[config.mk]
export PLATFORM = sky130hd
export DESIGN_NAME = jtag_reg_access_flat
export DESIGN_NICKNAME = d
export VERILOG_FILES = /design/src/rtl/jtag_reg_access_if.sv /design/src/rtl/jtag_reg_access.sv /design/src/flat_wrapper.sv
export SDC_FILE = /design/constraint.sdc
export NUM_CORES = 1
export LEC_CHECK = 0
export CAP_MARGIN = 40
export CORE_MARGIN = 5
export CORE_UTILIZATION = 50
export DETAILED_ROUTE_END_ITERATION = 8
export DONT_BUFFER_PORTS = 1
export GPL_ROUTABILITY_DRIVEN = 0
export PLACE_DENSITY_LB_ADDON = 0.05
export SYNTH_ARGS = -nofsm -noshare
export SYNTH_HDL_FRONTEND = slang
export SYNTH_SLANG_ARGS = --single-unit
[constraint.sdc]
create_clock -name clk -period 2.3 [get_ports clk]
set_input_delay 0.23 -clock clk [delete_from_list [all_inputs] [get_ports clk]]
set_output_delay 0.23 -clock clk [all_outputs]
set_load 0.005 [all_outputs]
[src/rtl/jtag_reg_access_if.sv]
// Bundles the command, response, core write-port snoop and register file JTAG
// port signals used by jtag_reg_access.
interface jtag_reg_access_if;
    // command channel
    logic        cmd_valid_i;
    logic        cmd_ready_o;
    logic [1:0]  cmd_op_i;
    logic [4:0]  cmd_addr_i;
    logic [31:0] cmd_data_i;
    // response channel
    logic        rsp_valid_o;
    logic        rsp_ready_i;
    logic [31:0] rsp_data_o;
    logic [1:0]  rsp_status_o;
    // core mem_wb write port, observed for collisions
    logic        core_w_enable_i;
    logic [4:0]  core_w_addr_i;
    // register file JTAG port
    logic        jtag_w_enable_o;
    logic [4:0]  jtag_addr_o;
    logic [31:0] jtag_w_data_o;
    logic [31:0] jtag_r_data_i;

    // controller side
    modport slave (
        input  cmd_valid_i, cmd_op_i, cmd_addr_i, cmd_data_i,
        output cmd_ready_o,
        output rsp_valid_o, rsp_data_o, rsp_status_o,
        input  rsp_ready_i,
        input  core_w_enable_i, core_w_addr_i,
        output jtag_w_enable_o, jtag_addr_o, jtag_w_data_o,
        input  jtag_r_data_i
    );

    // debug transport / environment side
    modport master (
        output cmd_valid_i, cmd_op_i, cmd_addr_i, cmd_data_i,
        input  cmd_ready_o,
        input  rsp_valid_o, rsp_data_o, rsp_status_o,
        output rsp_ready_i,
        output core_w_enable_i, core_w_addr_i,
        input  jtag_w_enable_o, jtag_addr_o, jtag_w_data_o,
        output jtag_r_data_i
    );
endinterface

[src/rtl/jtag_reg_access.sv]
// JTAG-side register file access controller: one command at a time, retries
// accesses that collide with the core's mem_wb write port, returns one
// response per command.
module jtag_reg_access #(
    parameter int RETRY_MAX = 15
) (
    input logic               clk,
    input logic               rst_n,
    jtag_reg_access_if.slave  bus
);
    localparam logic [1:0] OP_NOP   = 2'b00;
    localparam logic [1:0] OP_READ  = 2'b01;
    localparam logic [1:0] OP_WRITE = 2'b10;

    localparam logic [1:0] ST_OK      = 2'b00;
    localparam logic [1:0] ST_TIMEOUT = 2'b10;
    localparam logic [1:0] ST_BADOP   = 2'b11;

    localparam logic [7:0] LP_CNT_LAST = 8'(RETRY_MAX - 1);

    typedef enum logic [1:0] {S_IDLE, S_READ, S_WRITE, S_RESP} state_t;

    state_t      r_state,    w_state_nx;
    logic [4:0]  r_addr,     w_addr_nx;
    logic [31:0] r_data,     w_data_nx;
    logic [7:0]  r_cnt,      w_cnt_nx;
    logic [31:0] r_rsp_data, w_rsp_data_nx;
    logic [1:0]  r_rsp_stat, w_rsp_stat_nx;

    // The register file drops a JTAG write whenever mem_wb writes any
    // non-zero register, so any such cycle costs the write a retry.
    logic w_wr_coll;
    // A read is only stale if the core is updating the same register.
    logic w_rd_stale;
    logic w_cnt_last;

    assign w_wr_coll  = bus.core_w_enable_i && (bus.core_w_addr_i != 5'd0);
    assign w_rd_stale = bus.core_w_enable_i && (bus.core_w_addr_i == r_addr) &&
                        (r_addr != 5'd0);
    assign w_cnt_last = (r_cnt == LP_CNT_LAST);

    // Outputs come straight from registered state; rst_n gates ready so it
    // stays low while reset is held.
    assign bus.cmd_ready_o     = (r_state == S_IDLE) && rst_n;
    assign bus.rsp_valid_o     = (r_state == S_RESP);
    assign bus.rsp_data_o      = r_rsp_data;
    assign bus.rsp_status_o    = r_rsp_stat;
    assign bus.jtag_w_enable_o = (r_state == S_WRITE);
    assign bus.jtag_addr_o     = r_addr;
    assign bus.jtag_w_data_o   = r_data;

    // State and command/response latches.
    always_ff @(posedge clk or negedge rst_n) begin
        if (!rst_n) begin
            r_state    <= S_IDLE;
            r_addr     <= 5'd0;
            r_data     <= 32'd0;
            r_cnt      <= 8'd0;
            r_rsp_data <= 32'd0;
            r_rsp_stat <= 2'b00;
        end else begin
            r_state    <= w_state_nx;
            r_addr     <= w_addr_nx;
            r_data     <= w_data_nx;
            r_cnt      <= w_cnt_nx;
            r_rsp_data <= w_rsp_data_nx;
            r_rsp_stat <= w_rsp_stat_nx;
        end
    end

    // Next-state decode: accept, access with retry, respond.
    always_comb begin
        w_state_nx    = r_state;
        w_addr_nx     = r_addr;
        w_data_nx     = r_data;
        w_cnt_nx      = r_cnt;
        w_rsp_data_nx = r_rsp_data;
        w_rsp_stat_nx = r_rsp_stat;
        case (r_state)
            S_IDLE: begin
                if (bus.cmd_valid_i) begin
                    w_addr_nx     = bus.cmd_addr_i;
                    w_data_nx     = bus.cmd_data_i;
                    w_cnt_nx      = 8'd0;
                    w_rsp_data_nx = 32'd0;
                    w_rsp_stat_nx = ST_OK;
                    case (bus.cmd_op_i)
                        OP_READ:  w_state_nx = S_READ;
                        // x0 is hardwired, so a write to it completes at once
                        OP_WRITE: w_state_nx = (bus.cmd_addr_i != 5'd0) ? S_WRITE : S_RESP;
                        OP_NOP:   w_state_nx = S_RESP;
                        default: begin
                            w_state_nx    = S_RESP;
                            w_rsp_stat_nx = ST_BADOP;
                        end
                    endcase
                end
            end
            S_READ: begin
                if (w_rd_stale) begin
                    if (w_cnt_last) begin
                        w_state_nx    = S_RESP;
                        w_rsp_stat_nx = ST_TIMEOUT;
                        w_rsp_data_nx = 32'd0;
                    end else begin
                        w_cnt_nx = r_cnt + 8'd1;
                    end
                end else begin
                    w_state_nx    = S_RESP;
                    w_rsp_stat_nx = ST_OK;
                    w_rsp_data_nx = bus.jtag_r_data_i;
                end
            end
            S_WRITE: begin
                if (w_wr_coll) begin
                    if (w_cnt_last) begin
                        w_state_nx    = S_RESP;
                        w_rsp_stat_nx = ST_TIMEOUT;
                    end else begin
                        w_cnt_nx = r_cnt + 8'd1;
                    end
                end else begin
                    w_state_nx    = S_RESP;
                    w_rsp_stat_nx = ST_OK;
                end
            end
            S_RESP: begin
                if (bus.rsp_ready_i) w_state_nx = S_IDLE;
            end
            default: w_state_nx = S_IDLE;
        endcase
    end
endmodule

[src/flat_wrapper.sv]
// flat-port wrapper written by rule: the top's interface ports become plain ports
module jtag_reg_access_flat 
#(
    parameter int RETRY_MAX = 15
)
  (clk, rst_n, bus_cmd_valid_i, bus_cmd_op_i, bus_cmd_addr_i, bus_cmd_data_i, bus_cmd_ready_o, bus_rsp_valid_o, bus_rsp_data_o, bus_rsp_status_o, bus_rsp_ready_i, bus_core_w_enable_i, bus_core_w_addr_i, bus_jtag_w_enable_o, bus_jtag_addr_o, bus_jtag_w_data_o, bus_jtag_r_data_i);
  jtag_reg_access_if bus_i ();
  input logic clk;
  input logic rst_n;
  input wire logic [$bits(bus_i.cmd_valid_i)-1:0] bus_cmd_valid_i;
  input wire logic [$bits(bus_i.cmd_op_i)-1:0] bus_cmd_op_i;
  input wire logic [$bits(bus_i.cmd_addr_i)-1:0] bus_cmd_addr_i;
  input wire logic [$bits(bus_i.cmd_data_i)-1:0] bus_cmd_data_i;
  output wire logic [$bits(bus_i.cmd_ready_o)-1:0] bus_cmd_ready_o;
  output wire logic [$bits(bus_i.rsp_valid_o)-1:0] bus_rsp_valid_o;
  output wire logic [$bits(bus_i.rsp_data_o)-1:0] bus_rsp_data_o;
  output wire logic [$bits(bus_i.rsp_status_o)-1:0] bus_rsp_status_o;
  input wire logic [$bits(bus_i.rsp_ready_i)-1:0] bus_rsp_ready_i;
  input wire logic [$bits(bus_i.core_w_enable_i)-1:0] bus_core_w_enable_i;
  input wire logic [$bits(bus_i.core_w_addr_i)-1:0] bus_core_w_addr_i;
  output wire logic [$bits(bus_i.jtag_w_enable_o)-1:0] bus_jtag_w_enable_o;
  output wire logic [$bits(bus_i.jtag_addr_o)-1:0] bus_jtag_addr_o;
  output wire logic [$bits(bus_i.jtag_w_data_o)-1:0] bus_jtag_w_data_o;
  input wire logic [$bits(bus_i.jtag_r_data_i)-1:0] bus_jtag_r_data_i;
  assign bus_i.cmd_valid_i = bus_cmd_valid_i;
  assign bus_i.cmd_op_i = bus_cmd_op_i;
  assign bus_i.cmd_addr_i = bus_cmd_addr_i;
  assign bus_i.cmd_data_i = bus_cmd_data_i;
  assign bus_cmd_ready_o = bus_i.cmd_ready_o;
  assign bus_rsp_valid_o = bus_i.rsp_valid_o;
  assign bus_rsp_data_o = bus_i.rsp_data_o;
  assign bus_rsp_status_o = bus_i.rsp_status_o;
  assign bus_i.rsp_ready_i = bus_rsp_ready_i;
  assign bus_i.core_w_enable_i = bus_core_w_enable_i;
  assign bus_i.core_w_addr_i = bus_core_w_addr_i;
  assign bus_jtag_w_enable_o = bus_i.jtag_w_enable_o;
  assign bus_jtag_addr_o = bus_i.jtag_addr_o;
  assign bus_jtag_w_data_o = bus_i.jtag_w_data_o;
  assign bus_i.jtag_r_data_i = bus_jtag_r_data_i;
  jtag_reg_access #(.RETRY_MAX(RETRY_MAX)) u_core (.clk(clk), .rst_n(rst_n), .bus(bus_i));
endmodule
# Word level (Yosys, flattened, before mapping)
# Index checks and enable logic that the tools add are counted.
[totals]
elab_cells = 59
register_bits = 81
in_bits = 81
out_inout_bits = 74
[classes]
n_addsub = 1
muxes = 23
n_eq_ne = 12
n_reduce_logical = 17
[ops]
columns = ["op", "n"]
rows = [
  ["$mux 32", 3],
  ["$pmux 32 s2", 1],
  ["$mux 8", 4],
  ["$pmux 8 s3", 1],
  ["$mux 2", 10],
  ["$reduce_bool 5->1", 3],
  ["$add 8x1->8 const B", 1],
  ["$eq 8x4->1 const B", 1],
  ["$pmux 2 s4", 1],
  ["$eq 2x2->1 const B", 3],
  ["$ne 2x1->1 const B", 3],
  ["$pmux 2 s3", 1],
  ["$reduce_and 2->1", 3],
  ["$eq 5x5->1", 1],
  ["$eq 2x1->1 const B", 2],
  ["$logic_and 1x1->1", 4],
  ["$logic_not 2->1", 2],
  ["$pmux 2 s2", 1],
  ["$reduce_and 4->1", 1],
  ["$ne 3x3->1 const B", 1],
  ["$reduce_and 3->1", 1],
  ["$reduce_bool 3->1", 1],
  ["$reduce_or 3->1", 1],
  ["$ne 2x2->1 const B", 1],
  ["2 further kinds", 2],
]

# Depth between registers and ports, before layout
# Gate-level depths: netlist of run 1.
[depth]
word_depth = 5
depth_mapped = 9
mapped_depth_nobuf = 7

# Worst setup path before layout of run 1
# Ideal clock, no wire load.
[synth_path]
path_type = "flip-flop to flip-flop"
from = "register u_core.r_cnt[0]"
to = "register u_core.r_rsp_data[0], in the netlist u_core.bus.rsp_data_o[0]"
setup_ps = 79
path_buffers = 2
stages_incl_launch_ff = 9
setup_slack_ps = 211
period_less_slack_ps = 2089
arrival_ps = 2010
required_time_ps = 2221
path_cell_list = "dfrtp_1 > inv_1 > ha_1 > or4b_1 > nor3_4 > o31a_1 > buf_4 > buf_8 > mux2i_1"
[synth_between]
elab_chain_len = 3
[synth_rtl]
columns = ["element", "line", "source"]
rows = [
  ["from (decl)", "jtag_reg_access.sv:26", "logic [7:0] r_cnt, w_cnt_nx;"],
  ["from (signal assigned)", "jtag_reg_access.sv:65", "r_cnt <= w_cnt_nx;"],
  ["$eq 8x4->1", "jtag_reg_access.sv:40", "assign w_cnt_last = (r_cnt == LP_CNT_LAST);"],
  ["$ne 3x3->1 (no source line)", "n/a", ""],
  ["$reduce_and 3->1 (no source line)", "n/a", ""],
  ["to (signal assigned)", "jtag_reg_access.sv:66", "r_rsp_data <= w_rsp_data_nx;"],
  ["to (decl)", "jtag_reg_access.sv:27", "logic [31:0] r_rsp_data, w_rsp_data_nx;"],
]
# No other way between the ends.
# A chain may end at the register's enable or synchronous reset.

# Final worst setup path of run 1
[layout_path]
from = "register u_core.r_cnt[0]"
to = "register u_core.r_rsp_data[20], in the netlist u_core.bus.rsp_data_o[20]"
# The elaborated chain is that of the path after synthesis.

==> out/metrics.yaml, run 1 <==
clock_tree:
  cts_tree: "done"
  post_cts_buffers: 0
  clock_tree_root: "sky130_fd_sc_hd__clkbuf_8"
  post_cts_resize_count: 0
  h-tree-depth: 3
  cts.clk_slew.worst_paths_ns: 0.09
  number_of_buffers_created_by_cts: 9
  clock_insertion_delay_worst_skew_ns: 0.34
  cts_hold_repair.buffers: 11
  cts-root-to-sink-buffers: 2
  clkSinkCount: 81
cells_and_area:
  area_delta_synth_final_pct: 10.4
  num_antenna_cells: 0
  register_area_um2: 2030
  multi_input_comb_area_um2: 1520
  n_fill_cell: 627
  layout_cells_sized_above_1_pct: 18.7
  final_net_count: 439
floorplan:
  die_height_um: 97.4
  rows: 31
  design.die.area_um2: 9480
  pin_count: 155
  die_width_um: 97.4
  core_area_um2: 7330
  initial_core_util_pct: 52.1
synthesis:
  syn-num-nets: 425
  synthesis.instances: 334
  yosys_most_used_dff: "sky130_fd_sc_hd__dfrtp_1"
  synth_sequential_area_ratio_pct: 53.1
  synthTopCellsByArea: "sky130_fd_sc_hd__dfrtp_1 (53%), sky130_fd_sc_hd__mux2_2 (11%), sky130_fd_sc_hd__mux2i_1 (8.4%)"
  count_of_state_elements_after_synthesis: 81
  yosys_synthesis_warning_count: 0
  synthDistinctLibCells: 45
  synthesized_area_per_cell_um2: 11.4
  mappedNetlistArea_um2: 3820
  async_flop_share_pct: 100
  post_synth_edffs: 0
  post_synth_top_area_cell: "sky130_fd_sc_hd__dfrtp_1"
  share_of_yosys_cell_area_claimed_by_the_top_area_cell_type_pct: 53.1
sta:
  finalWorstPathRequiredPeriod_ns: 2.09
  grt_setup_unrepaired: "no"
  fin_worst_skew_ns: 0.00771
  timing.slew.headroom_pct: 69.7
  report.final.setup_viol: 0
  clock.fmax_mhz: 479
  fin_setup_tns_ns: 0
  final.period_utilization_pct: 90.8
  report.final.slew_viol_count: 0
  final_hold_viol_count: 0
  worst_pin_slew_ns: 0.450
grt:
  grt_start_max_net_pins: 82
  globalRouteTotalUtil_pct: 18.5
  grt_pass1_wl_um: 14200
  overflow: 0
  grt_antenna_before_repair: 0
  number_of_global_route_vias_before_repair: 2677
power:
  report.power.total_w: 0.00565
  p_leak_nw: 1.90
  peakVddDrop_v: 0.000554
  powerDensity_nw_per_um2: 1340
setup_path:
  critical_path.startpoint: "u_core.r_cnt[0]$_DFFE_PN0P_"
  start_kind: "flop"
  worst-path-max-fanout: 32
  critical_path.top_delay_family: "simple AND/OR/NAND/NOR gates"
  timing.critical_path.cells: "inv_1, ha_1, or4b_1, nor3_4, o31a_2, buf_12, mux2i_1"
  crit_type: "reg2reg"
  worst-endpoint-arrival_ns: 2.36
  critPathMaxStageDelay_ns: 0.50
  crit-reg2reg-launch: "u_core.r_cnt[0]$_DFFE_PN0P_"
  crit_path_top_delay_cell: "sky130_fd_sc_hd__or4b_1"
  cp.required_ns: 2.57
  crit_buf_inv: 2
  critPathCaptureType: "flop"
drt:
  drcViolationCount: 0
  detail_route.vias_per_cell: 5.49
  drt-initial-drc-count: 113
  num_vias: 2480
  detailed_routing_iterations_pass_1: 4
  antenna_left: 0
  wire_per_inst_um: 19.0
  drt_wl_total_um: 8570
min_path:
  hp-start: "bus_jtag_r_data_i[12]"
  hold_path.class: "in2reg"
run:
  max-cap-violations: 0
placement:
  port_buffers: 0
  place.detailed.hpwl_um: 6020
outcome:
  run_status: "completed"
-- final timing paths --
check                                                     endpoint  slack, ns  cells past startpoint
max reg2reg                  u_core.bus.rsp_data_o[20]$_DFFE_PN0P_       0.21                      7
min in group asynchronous            u_core.r_state[1]$_DFFE_PN0P_       0.45                      2
min                          u_core.bus.rsp_data_o[12]$_DFFE_PN0P_       0.02                      2
max                          u_core.bus.rsp_data_o[20]$_DFFE_PN0P_       0.21                      7
max in group asynchronous  u_core.bus.jtag_w_data_o[5]$_DFFE_PN0P_       1.52                      2
min reg2reg                            u_core.r_cnt[7]$_DFFE_PN0P_       0.54                      1
-- cell families (layout without fill, tap and decap cells) --
logic type	count (synthesis)	count (layout)	synth area share, %
AND/OR/NAND/NOR	76	76	9.28
AO/OA/AOI/OAI	35	35	6.72
flip-flops	81	81	53.1
XOR/XNOR	5	5	1.15
buffers and inverters	58	77	7.18
multiplexers	69	69	19.3
adder cells (fa/ha/maj)	10	10	3.28
-- placed cells by master (no fill, tap or decap), drive strengths merged, types with 2 or more instances in the layout --
cell type / count
a21oi: 6
dlygate4sd3: 10
nor2: 12
nor3: 2
a32o: 4
a41o: 2
ha: 10
clkinvlp: 2
mux2i: 32
clkbuf: 9
xor2: 4
inv: 45
dfrtp: 81
a31oi: 4
nand2: 41
clkinv: 3
and2: 3
o21ai: 7
nand4: 2
nand3: 8
and3: 2
buf: 8
mux2: 37
-- layout make-up --
| cell class | instances | area share [%] |
|---|---|---|
| Timing Repair Buffer | 18 | 4.87 |
| Inverter | 43 | 3.83 |
| Sequential cell | 81 | 48.1 |
| Clock buffer | 9 | 2.94 |
| Multi-Input combinational cell | 195 | 36.0 |
| Tap cell | 99 | 2.94 |
| Clock inverter | 7 | 1.28 |
-- cell usage after synthesis (3+ instances only) --
library cell,number
sky130_fd_sc_hd__clkbuf_1,6
sky130_fd_sc_hd__nand2_1,41
sky130_fd_sc_hd__a31oi_1,4
sky130_fd_sc_hd__nand3_1,8
sky130_fd_sc_hd__mux2i_1,32
sky130_fd_sc_hd__xor2_1,4
sky130_fd_sc_hd__buf_2,3
sky130_fd_sc_hd__buf_8,3
sky130_fd_sc_hd__mux2_2,37
sky130_fd_sc_hd__o21ai_0,6
sky130_fd_sc_hd__inv_1,43
sky130_fd_sc_hd__dfrtp_1,81
sky130_fd_sc_hd__ha_1,10
sky130_fd_sc_hd__a32o_1,4
sky130_fd_sc_hd__a21oi_1,6
sky130_fd_sc_hd__nor2_1,12
-- power by group --
part / total, W / switching [W] / internal, W
combinational: 0.00214 / 0.00112 / 0.00102
clock: 0.000951 / 0.000550 / 0.000401
sequential: 0.00256 / 0.000531 / 0.00203
-- registers in the layout (all words and copies together) (netlist names) --
register,count
u_core.bus.jtag_addr_o,5
u_core.bus.jtag_w_data_o,32
u_core.bus.rsp_data_o,32
u_core.bus.rsp_status_o,2
u_core.r_cnt,8
u_core.r_state,2
-- through the flow --
stage               instances  hold WS [ns]  utilization (%)  area (µm²)  setup WS [ns]
floorplan                 334       -0.0656                -        3820          0.211
global placement          425       -0.0631             53.3        3910          0.311
global route              452      0.000295             57.5        4210         0.0963
CTS                       452      0.000409             57.5        4210          0.200
finish                    452        0.0176             57.5        4210          0.211
detailed placement        425       -0.0625             53.3        3910          0.208
-- worst reg2reg max path, cell delays in order (launching register included) --
cell	delay, ns
sky130_fd_sc_hd__dfrtp_1	0.42
sky130_fd_sc_hd__inv_1	0.09
sky130_fd_sc_hd__ha_1	0.14
sky130_fd_sc_hd__or4b_1	0.50
sky130_fd_sc_hd__nor3_4	0.20
sky130_fd_sc_hd__o31a_2	0.18
sky130_fd_sc_hd__buf_12	0.23
sky130_fd_sc_hd__mux2i_1	0.26
-- routing by layer --
metal | track usage (%) | wire length [µm] | share of wire (%) | vias to the layer above
met2 | 27.4 | 3960 | 46 | 121
li1 | - | - | - | 1143
met3 | 9.55 | 1080 | 13 | 10
met4 | 5.96 | 97 | 1.1 | 0
met1 | 23.5 | 3430 | 40 | 1206
met5 | 0 | 0 | 0 | -
Note: power is estimated with default switching activity, not from simulation.
==> run 2: changes to the inputs <==
PLACE_DENSITY = 0.64   (was unset)
PLACE_DENSITY_LB_ADDON = unset   (was 0.05)
==> run 2 against run 1 <==
  * Sequential power barely moved
  * Critical endpoint is now u_core.bus.rsp_data_o[0]$_DFFE_PN0P_
  * First-iteration DRC count rose by 12%
  * Sequential share of layout area fell by 2.5 points
  * Critical path type unchanged
  * Via count rose by 2.0%
==> out/metrics.yaml, run 2 (synthesis results as in run 1) <==
cells_and_area:
  most-common-layout-cells: "sky130_fd_sc_hd__dfrtp_1 (81), sky130_fd_sc_hd__inv_1 (43), sky130_fd_sc_hd__nand2_1 (41)"
  finish.utilization_pct: 60.7  # +3.2 points
  layout.cells.most_common: "sky130_fd_sc_hd__dfrtp_1"
  final_net_count: 455  # +3.6%
  layout_cells_sized_above_1_pct: 17.6  # -1.1 points
  n_fill_cell: 614  # -2.1%
  num_antenna_cells: 0  # unchanged
  area_delta_synth_final_pct: 16.5
sta:
  final_hold_viol_count: 0  # unchanged
  finalWorstPathRequiredPeriod_ns: 2.10  # +0.00685 ns
  worst_pin_slew_ns: 0.456  # +0.00623 ns
  timing.hold.ws_ns: 0.0168  # -0.000784 ns
  fin_worst_skew_ns: 0.0136  # +0.00584 ns
  final.period_utilization_pct: 91.1  # +0.30 points
  grt_setup_unrepaired: "no"
  final_critical_path_setup_slack_ns: 0.204  # -0.00685 ns
  timing.slew.headroom_pct: 69.6  # -0.098 points
  report.final.setup_viol: 0  # unchanged
  clock.fmax_mhz: 477  # -0.33%
  fin_setup_tns_ns: 0  # unchanged
  report.final.slew_viol_count: 0  # unchanged
outcome:
  run_status: "completed"
setup_path:
  timing.reg2reg.setup_slack_ns: 0.20  # about the same
  critPathCaptureType: "flop"
  crit-reg2reg-launch: "u_core.r_cnt[0]$_DFFE_PN0P_"
  timing.critical_path.cells: "inv_1, ha_1, or4b_1, nor3_4, o31a_2, buf_12, mux2i_1"
  critPathMaxStageDelay_ns: 0.51  # about the same
  worst-endpoint-arrival_ns: 2.36  # about the same
  crit_path_top_delay_cell: "sky130_fd_sc_hd__or4b_1"
  worst-path-max-fanout: 32  # unchanged
  cp.required_ns: 2.57  # about the same
  critical_path.startpoint: "u_core.r_cnt[0]$_DFFE_PN0P_"
  worstRegToRegCells: 7  # unchanged
  crit_type: "reg2reg"
  crit_path_end: "u_core.bus.rsp_data_o[0]$_DFFE_PN0P_"
  start_kind: "flop"
  crit-reg2reg-capture: "u_core.bus.rsp_data_o[0]$_DFFE_PN0P_"
clock_tree:
  post_cts_resize_count: 0  # unchanged
  cts.clk_slew.worst_paths_ns: 0.08  # about the same
  h-tree-depth: 3  # unchanged
  cts-root-to-sink-buffers: 2  # unchanged
  cts_tree: "done"
  clkSinkCount: 81  # unchanged
  clock_insertion_delay_worst_skew_ns: 0.35  # about the same
  clock_tree_root: "sky130_fd_sc_hd__clkbuf_8"
  number_of_buffers_created_by_cts: 9  # unchanged
placement:
  port_buffers: 0  # unchanged
  place.detailed.hpwl_um: 5960  # -1.1%
  post-place-ws_ns: 0.214  # +0.00576 ns
power:
  power.combinational.fraction_pct: 35.3  # -2.6 points
  power.net_switching_w: 0.00218  # -0.71%
  p_clk_share_pct: 22.6  # +5.8 points
  cell_internal_pwr_w: 0.00389  # +13%
  power.share.switching_pct: 36.0  # -3.0 points
  p_leak_nw: 2.01  # +5.5%
  peakVddDrop_v: 0.000672  # +21%
  powerDensity_nw_per_um2: 1370  # +1.9%
  pwr-share-seq_pct: 42.1  # -3.2 points
run:
  max-cap-violations: 0  # unchanged
drt:
  detailed_routing_iterations_pass_1: 4  # unchanged
  drt-initial-drc-count: 127  # +12%
  drcViolationCount: 0  # unchanged
  antenna_left: 0  # unchanged
  num_vias: 2530  # +2.0%
  detail_route.vias_per_cell: 5.41  # -1.5%
  drt_wl_total_um: 8600  # +0.34%
  wire_per_inst_um: 18.4  # -3.1%
floorplan:
  pin_count: 155  # unchanged
  design.die.area_um2: 9480  # unchanged
  die_height_um: 97.4  # unchanged
  initial_core_util_pct: 52.1  # unchanged
  die_width_um: 97.4  # unchanged
  core_area_um2: 7330  # unchanged
  rows: 31  # unchanged
grt:
  globalRouteTotalUtil_pct: 18.5  # +0.028 points
  overflow: 0  # unchanged
  grt_antenna_before_repair: 0  # unchanged
  grt_pass1_wl_um: 14100  # -0.97%
  number_of_global_route_vias_before_repair: 2666  # -0.41%
  grt_start_max_net_pins: 82  # unchanged
min_path:
  hold_path.class: "in2reg"
  worst_hold_path.num_cells: 2  # unchanged
## run 2: cell count changes in the layout (fill, tap and decap cells not counted), sizes merged
cell,before,now
clkinv,3,0
dlygate4sd3,10,26
clkbuf,9,10
clkinvlp,2,0
bufinv,0,4
## run 2: final cells by class
| class | count | area [µm²] | area share [%] |
|---|---|---|---|
| Clock buffer | 10 | 128 | 2.87 |
| Tap cell | 99 | 124 | 2.78 |
| Sequential cell | 81 | 2030 | 45.6 |
| Clock inverter | 6 | 138 | 3.09 |
| Multi-Input combinational cell | 195 | 1520 | 34.1 |
| Inverter | 43 | 161 | 3.63 |
| Timing Repair Buffer | 34 | 353 | 7.93 |
## run 2: routing by layer
| metal | GRT usage (%) | share of wire [%] | up-vias |
|---|---|---|---|
| met1 | 23.3 | 40 | 1219 |
| li1 | - | - | 1181 |
| met5 | 0 | 0 | - |
| met3 | 9.33 | 12 | 14 |
| met4 | 7.14 | 1.6 | 0 |
| met2 | 27.2 | 46 | 116 |
## run 2: power groups by stage
stage | Combinational, W | Sequential (W) | Clock (W)
after floorplan | 0.00185 | 0.00241 | 0
after global placement | 0.00201 | 0.00259 | 0
after detailed placement | 0.00209 | 0.00259 | 0
after CTS | 0.00215 | 0.00258 | 0.00140
after global routing | 0.00239 | 0.00265 | 0.00148
final | 0.00215 | 0.00256 | 0.00137
## run 2: timing repair
action / in CTS / in global routing
hold buffers: 20 / 7
hold endpoints to repair: 99 / 7
buffers inserted: 0 / 0
## run 2: worst min path at each step
stage | start | end | slack, ns
floorplan | rst_n | u_core.bus.jtag_addr_o[0]$_DFFE_PN0P_ | -0.07
global placement | rst_n | u_core.r_state[0]$_DFFE_PN0P_ | -0.06
detailed placement | rst_n | u_core.bus.rsp_status_o[0]$_DFFE_PN0P_ | -0.06
CTS | bus_jtag_r_data_i[3] | u_core.bus.rsp_data_o[3]$_DFFE_PN0P_ | 0.0009
global route | bus_cmd_data_i[2] | u_core.bus.jtag_w_data_o[2]$_DFFE_PN0P_ | 0.0001
finish | bus_jtag_r_data_i[18] | u_core.bus.rsp_data_o[18]$_DFFE_PN0P_ | 0.02
## run 2: critical path, delay by kind of cell, from the launching register on
kind / cells / cell delay, ns
and+or+nand+nor: 2 / 0.71
DFF: 1 / 0.42
buffers and inverters: 2 / 0.32
muxes: 1 / 0.23
AOI/OAI and AO/OA: 1 / 0.19
adders and majority gates: 1 / 0.13
## run 2: per-stage QoR
| step | area [µm²] | std cells | total power [W] |
|---|---|---|---|
| 2_1_floorplan | 3820 | 334 | 0.00426 |
| 3_3_place_gp | 3890 | 425 | 0.00460 |
| 3_5_place_dp | 3890 | 425 | 0.00468 |
| 4_1_cts | 4380 | 461 | 0.00613 |
| 5_1_grt | 4450 | 468 | 0.00652 |
| 6_report | 4450 | 468 | 0.00608 |
